--- src/rtl/stream_rescale_pkg.sv ---
// rtl/stream_rescale_pkg.sv - shared types and helpers for the stream_rescale arbiter
//
// Purpose : arbiter FSM state type, packet counter width and a one-hot to
//           index helper used to select the granted source.
// Ports   : none (package)
package stream_rescale_pkg;

  typedef enum logic [1:0] {
    IDLE  = 2'd0,
    GRANT = 2'd1,
    FLUSH = 2'd2
  } arb_state_t;

  localparam int PKT_CNT_W = 16;

  // Widest source count the arbiter supports; onehot2idx works on this width
  // and callers zero-extend their grant vector into it.
  localparam int MAX_SRC = 8;

  // Index of the set bit of a one-hot vector (0 for an all-zero vector).
  function automatic logic [2:0] onehot2idx(input logic [MAX_SRC-1:0] oh);
    logic [2:0] idx;
    idx = '0;
    for (int i = 0; i < MAX_SRC; i++) begin
      if (oh[i]) idx = idx | 3'(i);
    end
    return idx;
  endfunction

endpackage

--- src/rtl/stream_rescale_arbiter_rr_pick.sv ---
// rtl/stream_rescale_arbiter_rr_pick.sv - combinational round-robin picker
//
// Purpose : picks the first requester at or after ptr, wrapping cyclically.
// Ports   : req  in  [N_SRC]  request vector
//           ptr  in  [IDX_W]  index with highest priority this round
//           gnt  out [N_SRC]  one-hot pick, 0 when nothing requests
//           any  out 1        at least one request present
module rr_pick
  import stream_rescale_pkg::*;
#(
  parameter int N_SRC = 3,
  parameter int IDX_W = $clog2(N_SRC)
) (
  input  logic [N_SRC-1:0] req,
  input  logic [IDX_W-1:0] ptr,
  output logic [N_SRC-1:0] gnt,
  output logic             any
);

  logic [IDX_W-1:0] idx;
  logic             found;

  // Walk the sources starting at ptr; the first one requesting wins.
  always_comb begin
    gnt   = '0;
    found = 1'b0;
    idx   = '0;
    for (int i = 0; i < N_SRC; i++) begin
      idx = IDX_W'((int'(ptr) + i) % N_SRC);
      if (!found && req[idx]) begin
        gnt[idx] = 1'b1;
        found    = 1'b1;
      end
    end
    any = |req;
  end

endmodule

--- src/rtl/stream_rescale_arbiter.sv ---
// rtl/stream_rescale_arbiter.sv - packet round-robin arbiter in front of stream_rescale
//
// Purpose : shares one stream_rescale between N_SRC sources. Grants are held
//           for a whole packet, beats go through one output register, and a
//           stalled packet is closed with a keep=0/last=1 terminator beat.
// Ports   : clk        in   clock, rising edge
//           rst_n      in   asynchronous active-low reset
//           s_data_i   in   per-source lane data [N_SRC][S_KEEP_WIDTH]
//           s_keep_i   in   per-source lane keep
//           s_last_i   in   per-source end of packet
//           s_valid_i  in   per-source beat valid
//           s_ready_o  out  per-source beat accepted
//           m_data_o   out  lane data to stream_rescale
//           m_keep_o   out  lane keep to stream_rescale
//           m_last_o   out  end of packet to stream_rescale
//           m_valid_o  out  beat valid to stream_rescale
//           m_ready_i  in   ready from stream_rescale
//           grant_o    out  one-hot current owner, 0 when idle
//           timeout_o  out  one-cycle pulse on forced termination
//           pkt_cnt_o  out  packets completed, normal and forced
module stream_rescale_arbiter
  import stream_rescale_pkg::*;
#(
  parameter int T_DATA_WIDTH = 4,
  parameter int S_KEEP_WIDTH = 4,
  parameter int N_SRC        = 3,
  parameter int TIMEOUT_CYC  = 64
) (
  input  logic                    clk,
  input  logic                    rst_n,
  input  logic [T_DATA_WIDTH-1:0] s_data_i  [N_SRC][S_KEEP_WIDTH],
  input  logic [S_KEEP_WIDTH-1:0] s_keep_i  [N_SRC],
  input  logic [N_SRC-1:0]        s_last_i,
  input  logic [N_SRC-1:0]        s_valid_i,
  output logic [N_SRC-1:0]        s_ready_o,
  output logic [T_DATA_WIDTH-1:0] m_data_o  [S_KEEP_WIDTH],
  output logic [S_KEEP_WIDTH-1:0] m_keep_o,
  output logic                    m_last_o,
  output logic                    m_valid_o,
  input  logic                    m_ready_i,
  output logic [N_SRC-1:0]        grant_o,
  output logic                    timeout_o,
  output logic [PKT_CNT_W-1:0]    pkt_cnt_o
);

  localparam int IDX_W = $clog2(N_SRC);
  localparam int CNT_W = $clog2(TIMEOUT_CYC);

  arb_state_t       state, state_nxt;
  logic [IDX_W-1:0] ptr;
  logic [IDX_W-1:0] ptr_nxt;
  logic [IDX_W-1:0] g_idx;
  logic [CNT_W-1:0] idle_cnt;

  logic [N_SRC-1:0] pick_gnt;
  logic             pick_any;

  logic oreg_free;
  logic g_valid;
  logic g_last;
  logic accept;
  logic flush_fire;
  logic pkt_end;
  logic stall_expire;

  rr_pick #(
    .N_SRC (N_SRC),
    .IDX_W (IDX_W)
  ) u_rr_pick (
    .req (s_valid_i),
    .ptr (ptr),
    .gnt (pick_gnt),
    .any (pick_any)
  );

  // grant_o is one-hot outside IDLE, so its index selects the owner's lanes.
  assign g_idx   = IDX_W'(onehot2idx(MAX_SRC'(grant_o)));
  assign g_valid = s_valid_i[g_idx];
  assign g_last  = s_last_i[g_idx];

  // The output register can take a beat when empty or draining this cycle;
  // using m_ready_i directly avoids a bubble between back-to-back beats.
  assign oreg_free = !m_valid_o || m_ready_i;
  assign ptr_nxt   = (g_idx == IDX_W'(N_SRC - 1)) ? '0 : g_idx + 1'b1;

  // The counter reaches TIMEOUT_CYC-1 on the edge where it holds TIMEOUT_CYC-2
  // and the owner is still silent; that edge is the one that enters FLUSH.
  assign stall_expire = (state == GRANT) && !g_valid &&
                        (idle_cnt == CNT_W'(TIMEOUT_CYC - 2));

  always_ff @(posedge clk or negedge rst_n) begin
    if (!rst_n) state <= IDLE;
    else        state <= state_nxt;
  end

  always_comb begin
    state_nxt  = state;
    s_ready_o  = '0;
    accept     = 1'b0;
    flush_fire = 1'b0;
    case (state)
      IDLE: begin
        if (pick_any) state_nxt = GRANT;
      end
      GRANT: begin
        if (oreg_free) s_ready_o = grant_o;
        accept = oreg_free && g_valid;
        if (accept && g_last) state_nxt = IDLE;
        else if (stall_expire) state_nxt = FLUSH;
      end
      FLUSH: begin
        flush_fire = oreg_free;
        if (oreg_free) state_nxt = IDLE;
      end
      default: state_nxt = IDLE;
    endcase
  end

  assign pkt_end = (accept && g_last) || flush_fire;

  // Ownership, round-robin pointer, packet counter and stall watchdog.
  always_ff @(posedge clk or negedge rst_n) begin
    if (!rst_n) begin
      grant_o   <= '0;
      ptr       <= '0;
      pkt_cnt_o <= '0;
      idle_cnt  <= '0;
      timeout_o <= 1'b0;
    end else begin
      timeout_o <= flush_fire;

      if (state == IDLE && pick_any) begin
        grant_o <= pick_gnt;
      end else if (pkt_end) begin
        grant_o   <= '0;
        ptr       <= ptr_nxt;
        pkt_cnt_o <= pkt_cnt_o + PKT_CNT_W'(1);
      end

      // Only owner silence counts; back-pressure with valid high does not.
      if (state == GRANT) begin
        if (accept)        idle_cnt <= '0;
        else if (!g_valid) idle_cnt <= idle_cnt + CNT_W'(1);
      end else begin
        idle_cnt <= '0;
      end
    end
  end

  // Output register. m_* hold while m_valid_o && !m_ready_i because neither
  // accept nor flush_fire can happen without oreg_free.
  always_ff @(posedge clk or negedge rst_n) begin
    if (!rst_n) begin
      m_data_o  <= '{default: '0};
      m_keep_o  <= '0;
      m_last_o  <= 1'b0;
      m_valid_o <= 1'b0;
    end else if (accept) begin
      m_data_o  <= s_data_i[g_idx];
      m_keep_o  <= s_keep_i[g_idx];
      m_last_o  <= g_last;
      m_valid_o <= 1'b1;
    end else if (flush_fire) begin
      // Empty terminator beat: closes the packet inside stream_rescale.
      m_data_o  <= '{default: '0};
      m_keep_o  <= '0;
      m_last_o  <= 1'b1;
      m_valid_o <= 1'b1;
    end else if (m_ready_i) begin
      m_valid_o <= 1'b0;
    end
  end

endmodule

--- config.mk ---
export PLATFORM = sky130hd
export DESIGN_NAME = stream_rescale_arbiter
export DESIGN_NICKNAME = d
export VERILOG_FILES = /design/src/rtl/stream_rescale_pkg.sv /design/src/rtl/stream_rescale_arbiter_rr_pick.sv /design/src/rtl/stream_rescale_arbiter.sv
export SDC_FILE = /design/constraint.sdc
export NUM_CORES = 1
export LEC_CHECK = 0
export ABC_AREA = 1
export BUFFER_PORTS_ARGS = -buffer_cell sky130_fd_sc_hd__buf_2
export CAP_MARGIN = 20
export CORE_UTILIZATION = 50
export DETAILED_ROUTE_END_ITERATION = 16
export PLACE_DENSITY_LB_ADDON = 0.05
export SLEW_MARGIN = 20
export SYNTH_ARGS = -nofsm -noshare
export SYNTH_HDL_FRONTEND = slang
export SYNTH_SLANG_ARGS = --single-unit
--- constraint.sdc ---
create_clock -name clk -period 4 [get_ports clk]
set_input_delay 0.4 -clock clk [delete_from_list [all_inputs] [get_ports clk]]
set_output_delay 0.4 -clock clk [all_outputs]
set_load 0.01 [all_outputs]
==> Word level (Yosys, flattened, before mapping) <==
Cells that the tools add are included.
{ "totals": {"register_bits": 52, "latch_bits": 0, "mem_bits_rw": 0, "memories": 0, "out_inout_bits": 45, "wordCells": 118, "in_bits": 69, "romBits": 0} }
{ "classes": {"eq_ne": 8, "n_reduce_logical": 24, "div_mod_pow": 3, "magnitude_cmp": 8, "multipliers": 0, "shifts": 0, "mux": 53, "addsub": 5, "bitwise_logic": 4} }
{ "ops": {"columns": ["cell", "n"], "rows": [
  ["$mod A32 B3 Y32 const B", 2],
  ["$mux W16", 4],
  ["$bmux W16 S2", 1],
  ["$mod A3 B3 Y32 const B", 1],
  ["$mux W3", 7],
  ["$mux W1", 18],
  ["$mux W6", 3],
  ["$add A16 B1 Y16 const B", 1],
  ["$mux W4", 4],
  ["$lt A2 B3 Y1 const B", 4],
  ["$mux W2", 6],
  ["$logic_and A1 B1 Y1", 11],
  ["$bmux W1 S2", 5],
  ["$bmux W4 S2", 1],
  ["$add A6 B1 Y6 const B", 1],
  ["$demux W1 S2", 3],
  ["$eq A6 B6 Y1 const B", 1],
  ["$ge A2 B1 Y1 const B", 3],
  ["$or A3 B3 Y3", 2],
  ["$pmux W2 S3", 1],
  ["$eq A2 B2 Y1 const B", 2],
  ["$logic_not A1 Y1", 4],
  ["$ne A2 B2 Y1 const B", 2],
  ["$reduce_bool A2 Y1", 2],
  ["other kinds (15)", 16]
]} }

==> Depth between registers and ports, before layout <==
{ "logic_depth": {"word_depth": 11, "ltp_mapped": 13} }

==> By module <==
A second synthesis with hierarchy kept.
{ "hier_totals": {"hier_cells": 470, "area_unflattened_um2": 3291.9} }
{ "modules_own_cells": {"columns": ["module", "cells_each", "area_each_um2", "instances", "seq_area_each_um2"], "rows": [
  ["stream_rescale_arbiter", 427, 3052.9, 1, 1301.2],
  ["rr_pick", 43, 239.0, 1, 0.0]
]} }

==> Worst setup path before layout <==
No wires, ideal clock.
{ "synth_path": {"path_type": "register to register", "from": "register grant_o[1]", "to": "register m_data_o[11] in the netlist's numbering", "t_arrival_ns": 1.361, "setup_slack_ns": 2.518, "setup_ns": 0.121, "required_time_ns": 3.879, "stages_incl_launch_ff": 13, "n_path_buf": 2, "cell_sequence": "dfrtp_1 -> buf_6 -> nor2_8 -> nand2_2 -> nand3_4 -> nand2_4 -> nor2_4 -> inv_2 -> nand2_4 -> inv_2 -> buf_6 -> nand2_1 -> nand2_1"} }
{ "synth_via": {"elab_chain_len": 7, "word_cells_on_any_way": 12} }
{ "synth_rtl": {"columns": ["element", "line", "text"], "rows": [
  ["start, declared", "stream_rescale_arbiter.sv:41", "output logic [N_SRC-1:0] grant_o,"],
  ["start signal, assigned", "stream_rescale_arbiter.sv:133", "grant_o <= pick_gnt;"],
  ["$mux W1 *", "stream_rescale_pkg.sv:25", "if (oh[i]) idx = idx | 3'(i);"],
  ["$mux W2 *", "stream_rescale_pkg.sv:25", null],
  ["$bmux W1 S2 / $not A2 Y3 (equally long branches)", "stream_rescale_arbiter.sv:78, stream_rescale_arbiter.sv:159", null],
  ["$mux W1 (implied by the code) / $bmux W16 S2 (equally long branches)", "stream_rescale_arbiter.sv:78, stream_rescale_arbiter.sv:159", null],
  ["$logic_and A1 B1 Y1 / $mux W16 (equally long branches)", "stream_rescale_arbiter.sv:107, stream_rescale_arbiter.sv:159", null],
  ["$mux W1 / $mux W16 (equally long branches)", "stream_rescale_arbiter.sv:101, stream_rescale_arbiter.sv:159", null],
  ["$mux W16 / $reduce_bool A2 Y1 (equally long branches)", null, null],
  ["end signal, assigned", "stream_rescale_arbiter.sv:159", "m_data_o <= s_data_i[g_idx];"],
  ["end, declared", "stream_rescale_arbiter.sv:36", "output logic [T_DATA_WIDTH-1:0] m_data_o [S_KEEP_WIDTH],"]
]} }
Every way passes the cells marked *; elsewhere a longest branch is shown, timed or not. The select of a mux whose other input is x is not followed.
A chain may end at the register's enable or synchronous reset.

==> Final worst setup path <==
{ "layout_path": {"from": "register grant_o[1]", "to": "register m_data_o[2] in the netlist's numbering"} }
The elaborated chain is that of the path after synthesis.

==> summary.txt <==
Critical path
  • Worst-case reg-to-reg path depth: 10
  • Buffer and inverter count on the worst path: 2
  • Crit path kind: reg -> reg
  • CP Data Required Time: 4.20 ns
  • Reg2reg start: grant_o[1]
  • CP max FO: 21
  • R2R Path End: m_data_o[2]
  • Worst setup SP type: register
  • Crit path max-delay family: simple AND/OR/NAND/NOR gates
  • Worst setup endpoint: m_data_o[2]
  • R2r setup slk: 1.90 ns
  • CP Capture Type: register
  • Worst setup path start: grant_o[1]
  • Worst Path Arrival: 2.30 ns
  • CP Depth: 10
  • Crit path largest cell delay: 0.53 ns
  • Slowest CP cell: dfrtp_1
  • CP Cell Sequence: nor2_8 -> nand2_2 -> nand3_4 -> nand2_4 -> nor2_4 -> inv_2 -> nand2_4 -> inv_2 -> nand2_1 -> nand2_1

CTS
  • CTS Sinks: 52
  • Root Buffer: clkbuf_8
  • Htree depth: 2
  • CTS tree: yes
  • Hold buffer count at CTS: 0
  • Gates resized, CTS repair: 0
  • Clock latency on the worst-skew pair: 0.31 ns
  • Clk slew on worst S/H paths: 0.10 ns
  • Post-CTS setup buffer count: 0
  • Clk buf depth: 2
  • CTS Buf Count: 5

Floorplanning
  • Initial core utilization: 51.7%
  • Core area: 6310 um^2
  • Row cnt: 29
  • DIE AREA: 6860 um^2
  • Die W: 82.8 um
  • Die Y: 82.8 um
  • I/O Pins: 114

Power and ir drop
  • Maximum vdd drop: 279 uV
  • Pwr dens: 610 nW/um^2
  • Lkg Pwr: 2.29 nW

Placement
  • Final HPWL DP: 5970 um
  • Area post-placement: 3830 um^2
  • Routability Congestion: 0.915
  • IO Port Bufs: 113

Synthesis
  • Synth unique cells: 31
  • Cell area after synthesis: 3270 um^2
  • Seq cells post-synth: 52
  • Yosys warning total: 0
  • Mapped Cells: 451
  • Seq/Total Area, Yosys: 39.8%
  • Avg Inst Size Synth: 7.24 um^2
  • Post-Syn Nets: 527

STA
  • Period minus WS final: 2.10 ns
  • Final setup viols: 0
  • Final Hold Vio Count: 0
  • Max-slew violations: 0
  • RSZ-0062 raised after global routing: no
  • Highest clock rate: 476 MHz
  • Setup TNS: 0 ns
  • Final Skew: 0.00943 ns
  • Slew Limit Headroom: 56.0%
  • Worst hold slack: 0.202 ns
  • Measured slew at the worst slew-check pin: 0.661 ns
  • Tcrit/Tclk final: 52.5%

Drt
  • Routed WL: 8040 um
  • ANT nets after route: 0
  • Via density: 5.05
  • DRC viols: 0
  • DRT iter0 DRCs: 136
  • WL/cell: 12.6 um
  • Vias: 3214
  • DR pass1 iterations: 4

Final layout
  • Fin area: 3950 um^2
  • Ratio of cells with drive above 1 in the final layout: 25.2%
  • Multi-input gate area: 1630 um^2
  • Fill cells: 600
  • Final Core Density: 62.5%
  • Fin nets: 634
  • Sequential cell area: 1300 um^2
  • Antenna Cells: 0
  • Area Growth Syn to Fin: 20.9%

Global routing
  • Vias in the first global route: 2936
  • Largest net degree at the start of global routing: 53
  • Grt ovf: 0
  • Initial antenna violation count: 0
  • First-pass GRT wire length: 13600 um
  • GRT Overall Usage: 24.1%

Status
  • Status: finished clean

Min path
  • Worst hold path class: in -> async

Flow run
  • Maxcap violations: 0
-- cell usage after synthesis --
master	number	area [um^2]
nand2_1	142	533
inv_1	55	206
dfrtp_1	52	1300
nor2_1	40	150
nand3_1	39	195
o21ai_0	31	155
a22o_1	15	131
o21ai_1	9	45.0
xor2_1	9	78.8
buf_2	7	35.0
ha_1	7	87.6
inv_2	7	26.3
nor3_1	6	30.0
buf_6	5	56.3
nand4_1	5	31.3
nand2_4	3	33.8
nand3_2	3	30.0
a21oi_1	2	10.0
o31ai_1	2	15.0
buf_4	1	7.51
clkbuf_1	1	3.75
nand2_2	1	6.26
nand3_4	1	17.5
nand3b_1	1	7.51
nand4_2	1	12.5
nor2_2	1	6.26
nor2_4	1	11.3
nor2_8	1	20.0
o22ai_1	1	6.26
or2_1	1	6.26
xnor2_1	1	8.76
-- worst register-to-register path: cells and delay by family, from the launching register on --
kind                   cells  cell delay, ns
flip-flops                 1            0.53
AND/OR/NAND/NOR            8            1.23
buffers and inverters      2            0.25
-- cell type report --
| class | instances | share of cell area, % |
|---|---|---|
| Tap cell | 77 | 2.44 |
| Sequential cell | 52 | 33.0 |
| Timing Repair Buffer | 114 | 14.5 |
| Clock inverter | 3 | 1.17 |
| Inverter | 62 | 5.90 |
| Multi-Input combinational cell | 323 | 41.3 |
| Clock buffer | 5 | 1.74 |
-- metal layers --
metal	GRT usage, %	wire [um]	vias to the layer above
met1	32.3	3660	1466
met4	7.84	120	0
li1	-	-	1647
met5	0	0	-
met3	3.48	364	8
met2	40.4	3900	93
-- state kept, by name (all words and copies together) (netlist names) --
register   cells
grant_o        3
idle_cnt       6
m_data_o      16
m_keep_o       4
m_last_o       1
m_valid_o      1
pkt_cnt_o     16
ptr            2
state          2
timeout_o      1
-- cell families after synthesis --
| family | count (synthesis) | synth area share [%] |
|---|---|---|
| buf+inv | 76 | 10.3 |
| simple gates | 246 | 33.4 |
| compound gates | 60 | 11.1 |
| xor+xnor | 10 | 2.68 |
| fa+ha+maj | 7 | 2.68 |
| flops | 52 | 39.8 |
-- placed cells by master (no fill, tap or decap), drive strengths merged, types with 2 or more instances in the layout --
master,n
xor2,9
dfrtp,52
nand4,6
nand2,146
buf,114
nor2,43
a21oi,2
o31ai,2
clkbuf,5
ha,7
a22o,15
nand3,43
o21ai,40
inv,63
nor3,6
-- metrics by stage --
step,power (mW),std cells,setup WS [ns]
final,2.41,636,1.90
after global routing,2.63,636,1.63
after global placement,2.02,628,2.01
after detailed placement,2.05,628,1.88
after CTS,2.43,636,1.87
after floorplan,1.69,451,2.52
-- report_power, final --
group | internal [mW] | total, mW | switching [mW]
Clock | 0.189 | 0.370 | 0.182
Sequential | 0.708 | 0.862 | 0.154
Combinational | 0.428 | 1.18 | 0.749
-- worst min-delay path by stage --
stage,depth (start not counted),slack [ns],to
2_1_floorplan,0,0.10,grant_o[0]
3_3_place_gp,2,0.45,m_data_o[10]
3_5_place_dp,2,0.45,m_data_o[5]
4_1_cts,2,0.22,pkt_cnt_o[0]
5_1_grt,2,0.26,idle_cnt[5]
6_report,2,0.20,idle_cnt[5]
Note: power is estimated with default switching activity, not from simulation.
